**src/rtl/pkt_pkg.sv**
```systemverilog
// Shared types and default sizing for the packet ingress buffer.
package pkt_pkg;
  localparam int PKT_W      = 24;
  localparam int NUM_SLOTS  = 6;
  localparam int FIFO_DEPTH = 4;
  localparam int DEST_W     = 3;

  typedef enum logic {
    IDLE   = 1'b0,
    COMMIT = 1'b1
  } state_t;

  // One queued ingress packet: target slot index plus payload.
  typedef struct packed {
    logic [DEST_W-1:0] dest;
    logic [PKT_W-1:0]  data;
  } entry_t;
endpackage

```
**src/rtl/packet_ingress_buffer_if.sv**
```systemverilog
// Upstream valid/ready packet handshake into the ingress buffer.
interface packet_ingress_buffer_if #(
  parameter int PKT_W = pkt_pkg::PKT_W
);
  logic                       in_valid;
  logic                       in_ready;
  logic [pkt_pkg::DEST_W-1:0] in_dest;
  logic [PKT_W-1:0]           in_data;

  modport master (output in_valid, in_dest, in_data, input in_ready);
  modport slave  (input in_valid, in_dest, in_data, output in_ready);
endinterface

```
**src/rtl/pkt_fifo.sv**
```systemverilog
// Small power-of-two FIFO with occupancy count and synchronous flush.
module pkt_fifo #(
  parameter int W     = 27,
  parameter int DEPTH = 4,
  localparam int PTR_W = $clog2(DEPTH),
  localparam int LVL_W = $clog2(DEPTH + 1)
) (
  input  logic             clock,
  input  logic             clear_n,
  input  logic             flush,
  input  logic             push,
  input  logic             pop,
  input  logic [W-1:0]     wr_data,
  output logic [W-1:0]     rd_data,
  output logic             full,
  output logic             empty,
  output logic [LVL_W-1:0] level
);
  localparam logic [LVL_W-1:0] DEPTH_L = LVL_W'(DEPTH);

  logic [W-1:0]     mem [DEPTH];
  logic [PTR_W-1:0] wr_ptr_q, wr_ptr_d;
  logic [PTR_W-1:0] rd_ptr_q, rd_ptr_d;
  logic [LVL_W-1:0] level_q, level_d;
  logic             do_push, do_pop;

  // Guard against overflow/underflow so the pointers can never slip.
  assign do_push = push && !flush && !full;
  assign do_pop  = pop && !flush && !empty;

  // Pointer and occupancy next-state; pointers wrap naturally at DEPTH.
  always_comb begin
    wr_ptr_d = wr_ptr_q;
    rd_ptr_d = rd_ptr_q;
    level_d  = level_q;
    if (flush) begin
      wr_ptr_d = '0;
      rd_ptr_d = '0;
      level_d  = '0;
    end else begin
      if (do_push) wr_ptr_d = wr_ptr_q + PTR_W'(1);
      if (do_pop)  rd_ptr_d = rd_ptr_q + PTR_W'(1);
      case ({do_push, do_pop})
        2'b10:   level_d = level_q + LVL_W'(1);
        2'b01:   level_d = level_q - LVL_W'(1);
        default: level_d = level_q;
      endcase
    end
  end

  // Pointer and occupancy registers.
  always_ff @(posedge clock or negedge clear_n) begin
    if (!clear_n) begin
      wr_ptr_q <= '0;
      rd_ptr_q <= '0;
      level_q  <= '0;
    end else begin
      wr_ptr_q <= wr_ptr_d;
      rd_ptr_q <= rd_ptr_d;
      level_q  <= level_d;
    end
  end

  // Entry storage; contents are don't-care until written.
  always_ff @(posedge clock) begin
    if (do_push) mem[wr_ptr_q] <= wr_data;
  end

  assign rd_data = mem[rd_ptr_q];
  assign full    = (level_q == DEPTH_L);
  assign empty   = (level_q == '0);
  assign level   = level_q;
endmodule

```
**src/rtl/packet_ingress_buffer.sv**
```systemverilog
// Queues incoming packets and commits each one into its destination slot.
module packet_ingress_buffer #(
  parameter int NUM_SLOTS  = pkt_pkg::NUM_SLOTS,
  parameter int PKT_W      = pkt_pkg::PKT_W,
  parameter int FIFO_DEPTH = pkt_pkg::FIFO_DEPTH
) (
  input  logic                          clock,
  input  logic                          clear_n,
  input  logic                          flush,
  packet_ingress_buffer_if.slave        ing,
  output logic [PKT_W-1:0]              packet_out [NUM_SLOTS-1:0],
  output logic [NUM_SLOTS-1:0]          slot_valid,
  output logic [7:0]                    drop_count,
  output logic [2:0]                    fifo_level
);
  import pkt_pkg::*;

  state_t     state_q, state_d;
  entry_t     hold_q, hold_d;
  entry_t     fifo_wr, fifo_rd;
  logic       fifo_full, fifo_empty;
  logic       push, pop, commit, dest_ok;
  logic [7:0] drop_q;

  // Ready depends only on occupancy, flush and reset, never on in_valid.
  assign ing.in_ready = clear_n && !fifo_full && !flush;
  assign push         = ing.in_valid && ing.in_ready;
  assign fifo_wr.dest = ing.in_dest;
  assign fifo_wr.data = ing.in_data;

  // Any non-empty cycle pops the head into the holding register.
  assign pop     = !fifo_empty && !flush;
  assign commit  = (state_q == COMMIT) && !flush;
  assign dest_ok = 32'(hold_q.dest) < NUM_SLOTS;

  pkt_fifo #(
    .W     ($bits(entry_t)),
    .DEPTH (FIFO_DEPTH)
  ) u_fifo (
    .clock   (clock),
    .clear_n (clear_n),
    .flush   (flush),
    .push    (push),
    .pop     (pop),
    .wr_data (fifo_wr),
    .rd_data (fifo_rd),
    .full    (fifo_full),
    .empty   (fifo_empty),
    .level   (fifo_level)
  );

  // FSM next state: capture the head on every pop, flush returns to IDLE.
  always_comb begin
    state_d = state_q;
    hold_d  = hold_q;
    case (state_q)
      IDLE: begin
        if (pop) begin
          state_d = COMMIT;
          hold_d  = fifo_rd;
        end
      end
      COMMIT: begin
        if (pop) begin
          state_d = COMMIT;
          hold_d  = fifo_rd;
        end else begin
          state_d = IDLE;
        end
      end
      default: state_d = IDLE;
    endcase
    if (flush) begin
      state_d = IDLE;
      hold_d  = '0;
    end
  end

  // FSM state and holding register.
  always_ff @(posedge clock or negedge clear_n) begin
    if (!clear_n) begin
      state_q <= IDLE;
      hold_q  <= '0;
    end else begin
      state_q <= state_d;
      hold_q  <= hold_d;
    end
  end

  // Drop counter for out-of-range destinations, saturating at 255.
  always_ff @(posedge clock or negedge clear_n) begin
    if (!clear_n) begin
      drop_q <= '0;
    end else if (flush) begin
      drop_q <= '0;
    end else if (commit && !dest_ok && drop_q != 8'hFF) begin
      drop_q <= drop_q + 8'd1;
    end
  end

  assign drop_count = drop_q;

  genvar gi;
  generate
    for (gi = 0; gi < NUM_SLOTS; gi++) begin : g_slot
      logic [PKT_W-1:0] data_q;
      logic             valid_q;
      logic             wr_en;

      assign wr_en = commit && (hold_q.dest == DEST_W'(gi));

      // One output slot: last commit to this index wins.
      always_ff @(posedge clock or negedge clear_n) begin
        if (!clear_n) begin
          data_q  <= '0;
          valid_q <= 1'b0;
        end else if (flush) begin
          data_q  <= '0;
          valid_q <= 1'b0;
        end else if (wr_en) begin
          data_q  <= hold_q.data;
          valid_q <= 1'b1;
        end
      end

      assign packet_out[gi] = data_q;
      assign slot_valid[gi] = valid_q;
    end
  endgenerate
endmodule
```
**src/flat_wrapper.sv**
```systemverilog
// flat-port wrapper written by rule: the top's interface ports become plain ports
module packet_ingress_buffer_flat import pkt_pkg::*;
#(
  parameter int NUM_SLOTS  = pkt_pkg::NUM_SLOTS,
  parameter int PKT_W      = pkt_pkg::PKT_W,
  parameter int FIFO_DEPTH = pkt_pkg::FIFO_DEPTH
)
  (clock, clear_n, flush, packet_out, slot_valid, drop_count, fifo_level, ing_in_valid, ing_in_dest, ing_in_data, ing_in_ready);
  packet_ingress_buffer_if #(.PKT_W(PKT_W)) ing_i ();
  input  logic clock;
  input  logic clear_n;
  input  logic flush;
  output logic [PKT_W-1:0] packet_out[NUM_SLOTS-1:0];
  output logic [NUM_SLOTS-1:0] slot_valid;
  output logic [7:0] drop_count;
  output logic [2:0] fifo_level;
  input wire logic [$bits(ing_i.in_valid)-1:0] ing_in_valid;
  input wire logic [$bits(ing_i.in_dest)-1:0] ing_in_dest;
  input wire logic [$bits(ing_i.in_data)-1:0] ing_in_data;
  output wire logic [$bits(ing_i.in_ready)-1:0] ing_in_ready;
  assign ing_i.in_valid = ing_in_valid;
  assign ing_i.in_dest = ing_in_dest;
  assign ing_i.in_data = ing_in_data;
  assign ing_in_ready = ing_i.in_ready;
  packet_ingress_buffer #(.NUM_SLOTS(NUM_SLOTS), .PKT_W(PKT_W), .FIFO_DEPTH(FIFO_DEPTH)) u_core (.clock(clock), .clear_n(clear_n), .flush(flush), .ing(ing_i), .packet_out(packet_out), .slot_valid(slot_valid), .drop_count(drop_count), .fifo_level(fifo_level));
endmodule
```
**config.mk**
```make
export PLATFORM = sky130hd
export DESIGN_NAME = packet_ingress_buffer_flat
export DESIGN_NICKNAME = d
export VERILOG_FILES = /design/src/rtl/pkt_pkg.sv /design/src/rtl/packet_ingress_buffer_if.sv /design/src/rtl/pkt_fifo.sv /design/src/rtl/packet_ingress_buffer.sv /design/src/flat_wrapper.sv
export SDC_FILE = /design/constraint.sdc
export NUM_CORES = 1
export LEC_CHECK = 0
export BUFFER_PORTS_ARGS = -buffer_cell sky130_fd_sc_hd__clkbuf_2
export CAP_MARGIN = 15
export CORE_AREA = 3 3 166 168
export CTS_BUF_LIST = sky130_fd_sc_hd__clkbuf_16
export CTS_CLUSTER_DIAMETER = 60
export DETAILED_ROUTE_END_ITERATION = 16
export DIE_AREA = 0 0 169 171
export PLACE_DENSITY = 0.7
export SKIP_CTS_REPAIR_TIMING = 1
export SYNTH_ARGS = -nofsm -noshare
export SYNTH_HDL_FRONTEND = slang
export SYNTH_SLANG_ARGS = --single-unit
```
**constraint.sdc**
```tcl
create_clock -name clock -period 2.1 [get_ports clock]
set_clock_uncertainty 0.1 [all_clocks]
set_input_delay 0.21 -clock clock [delete_from_list [all_inputs] [get_ports clock]]
set_output_delay 0.21 -clock clock [all_outputs]
set_load 0.02 [all_outputs]
```
==> results.txt <==
- Result of the run: finished clean
- Buffering stage count on the worst path with inverters included: 0
- The setup path with the least slack is of type flop to flop.
- Family with the most delay on the worst path: simple AND/OR/NAND/NOR gates
* Synthesized instance count: between 1k and 1.5k
- The total overflow left after global routing is 0.
- In the global route stage, overall resource usage came out at 0.198.
* Aggregate negative setup slack: 0 ns
* Sink Count: around 300
- Subtracting the final worst setup slack from the clock period gives roughly 2 ns.
* Antenna Cells: 0
- In this run the number of H-tree levels came out at 1.
- Timing-limited maximum frequency: around 510 MHz
- Critical Path Start Type: flop
- Starting DRC count in detailed routing: roughly 750
- Clock Root Buffer: clkbuf_16
- Proportion of synthesized chip area in sequential cells: 0.684
- RSZ-0062 raised after global routing: false
* Worst path max stage delay: around 0.47 ns
* Vias per inst: roughly 5.2
* Portion of the clock cycle consumed by the worst path in the final layout: 0.938
* Pin count of the biggest net entering global routing: around 140
- CTS tree: done
- Clock edge transition at the registers on the reported setup and hold paths: about 0.060 ns
- Before antenna repair, the detailed router went through 5 iterations.
- Slew @ Worst Pin: 0.648 ns
- Peak ir drop on the vdd network: just over 0.5 mV
* Crit path capture type: flop
- dfrtp_1 takes more of the synthesized area than any other cell.
- In this run the mean area of a mapped cell was 11.6 um^2.
* Power consumption: roughly 14 mW
- The number of antenna violations at the first check in global routing is 0.
- The cell area that synthesis handed to floorplanning was roughly 0.012 mm^2.
- Sum of net half-perimeters after detailed placement: 18900 um
- In this run the static leakage power is approximately 6.2 nW.
- Maximum count of clock buffers along a single path: 3
* Drt total wl: roughly 29000 um
- Total of flip-flops plus latches after synthesis: ~300
- Counting cells, the worst reg-to-reg path comes to 8.
- From left edge to right edge, the die measures 169 um.
- Classification of the worst-slack hold path: input pin to flop
- Required time worst endpoint: roughly 2.5 ns
* Leading cell types by total area after synthesis: dfrtp_1 (41%), edfxtp_1 (27%), nand2_1 (11%)
- Counting instances, the worst hold path has a depth of 3.
- Number of global-route vias before repair: approximately 8.0k
- Detailed-route DRC error count: 0
* Reg-to-reg critical path endpoint: u_core.u_fifo.level[2]
- The die covers 0.0289 mm^2.
- Of the post-synthesis cell area, the dominant cell type holds 0.409.
- Synthesis-to-layout area growth: 23.1%
- CORE AREA: about 0.026 mm^2
* Count of max-cap constraint violations: 0
- The initialized floorplan defines 59 standard-cell rows.
- The detail route stage leaves a number of antenna-violating nets equal to 0.
* Worst flop-to-flop path startpoint: u_core.u_fifo.level[1]
- Headroom to the max-slew limit came out at 0.568.
- Total count of max-transition violations in the final report: 0
- The worst hold path begins at flush.
- The count of buffers added on input and output ports is roughly 190.
- For this configuration, the core starts out at a cell density of 0.453.
* Hold Path Sink: u_core.u_fifo.level[2]
* WL/cell: around 18 um
* Later-pin clock latency in the skew report: approximately 0.55 ns
- The worst register-to-register path has a setup slack of 0.13 ns.
- Total power per unit cell area: 989 mW/mm^2
- Final Setup Violations: 0
- Height of the die: ~170 um
- I/O pin cnt: 193
* Highest-delay cell along the critical path: dfrtp_2
- Largest fanout of any net on the critical path: 8
- The congestion estimate from routability-driven global placement came to around 0.79.
* Warnings, synthesis: 0
- The critical path goes through nor2_2, a211oi_4, nor3_2, fa_2, nor2_1, mux2i_1, or2_2, a21oi_1.
- Number of unique standard cell types used by synthesis: 38
- STA puts the critical path data arrival time at around 2.3 ns.
- Syn_nets: 1053
- The number of clock buffers added by TritonCTS is 31.
- Across all layers, the routed design uses a little over 8k vias.
- The first global-routing pass estimated roughly 46000 um of wire.
- Number of hold violations in the final report: 0
- Of the cells placed in the final design, the portion with a size suffix greater than 1 is 0.245.
- In the final design database the tool counted approximately 1.3k nets.
[cells by family after synthesis]
| group | synth area share |
|---|---|
| buf+inv | 0.0288 |
| compound gates | 0.0832 |
| fa+ha+maj | 0.00700 |
| flops | 0.684 |
| xor+xnor | 0.00297 |
| mux | 0.0558 |
| simple gates | 0.138 |
[state kept, by name (all words and copies together), names as in the netlist]
signal / count
u_core.g_slot.data_q: 144
u_core.u_fifo.mem: 108
u_core.hold_q: 27
u_core.drop_count: 8
u_core.g_slot.valid_q: 6
u_core.u_fifo.level: 3
u_core.u_fifo.rd_ptr_q: 2
u_core.u_fifo.wr_ptr_q: 2
u_core.state_q: 1
[cell usage in the layout, fill, tap and decap left out, drive strengths merged, types with 3 or more instances in the layout]
cell type	synthesis	final
clkbuf	41	224
nand2	352	352
a21oi	152	152
dfrtp	193	193
nor3	6	6
inv	5	20
buf	30	34
xor2	3	3
mux4	27	27
mux2i	5	5
and2	9	9
nor2	16	16
dlygate4sd3	0	29
clkinv	0	9
a21o	6	6
nand3	5	5
nand4	5	5
ha	5	5
o21ai	27	27
edfxtp	108	108
[metrics by stage]
stage | worst slack, ns | hold slack (ns) | std cells | cell area [um^2] | util
after floorplan | 0.0108 | -0.186 | 1016 | 11800 | -
after global placement | 0.158 | 0.266 | 1505 | 13300 | 0.511
after detailed placement | 0.133 | 0.267 | 1505 | 13300 | 0.511
after CTS | 0.120 | -0.311 | 1562 | 14200 | 0.546
after global routing | 0.0274 | 0.0702 | 1591 | 14500 | 0.557
final | 0.129 | 0.0611 | 1591 | 14500 | 0.557
[worst reg2reg max path: stages, from the launching register on]
cell	delay, ns
dfrtp_2	0.47
nor2_2	0.09
a211oi_4	0.23
nor3_2	0.07
fa_2	0.35
nor2_1	0.11
mux2i_1	0.07
or2_2	0.27
a21oi_1	0.14
[Yosys cell counts, drive strengths merged]
library cell,n
a211oi,2
a21o,6
a21oi,152
a31oi,1
and2,9
and3,2
and3b,2
and4b,1
buf,30
clkbuf,41
dfrtp,193
edfxtp,108
fa,1
ha,5
inv,5
mux2i,5
mux4,27
nand2,352
nand2b,1
nand3,5
nand3b,1
nand4,5
nor2,16
nor2b,1
nor3,6
nor3b,2
o21ai,27
o31ai,2
or2,2
or3,1
or4,1
xnor2,1
xor2,3
[worst max path at each step]
stage,cells after the start,slack [ns],start,to
floorplan,8,0.01,u_core.u_fifo.level[2],u_core.u_fifo.level[2]
global placement,9,0.16,flush,u_core.u_fifo.level[2]
detailed placement,8,0.13,u_core.u_fifo.level[1],u_core.u_fifo.level[2]
CTS,8,0.12,u_core.u_fifo.level[1],u_core.u_fifo.level[2]
global route,8,0.03,u_core.u_fifo.level[1],u_core.u_fifo.level[2]
finish,8,0.13,u_core.u_fifo.level[1],u_core.u_fifo.level[2]
[final cells by class]
cell class / instances / area (um^2)
Tap cell: 335 / 419
Fill cell: 2171 / 11500
Clock buffer: 33 / 826
Clock inverter: 24 / 104
Multi-Input combinational cell: 639 / 3420
Sequential cell: 301 / 8080
Timing Repair Buffer: 254 / 1660
Inverter: 5 / 18.8
[report_power, final]
part           internal (mW)  switching (mW)  total (mW)
logic                  0.857            1.25        2.11
registers               6.46           0.827        7.29
clock network           2.81            2.16        4.97
[per-layer routing]
layer  GRT usage  up-vias  wire length (um)
li1            -     3897                 -
met1       0.287     4042             13000
met2       0.313      266             13600
met3      0.0328       54              1660
met4      0.0568        0               767
met5           0        -                 0
No activity file was read; power rests on OpenSTA's default activity.
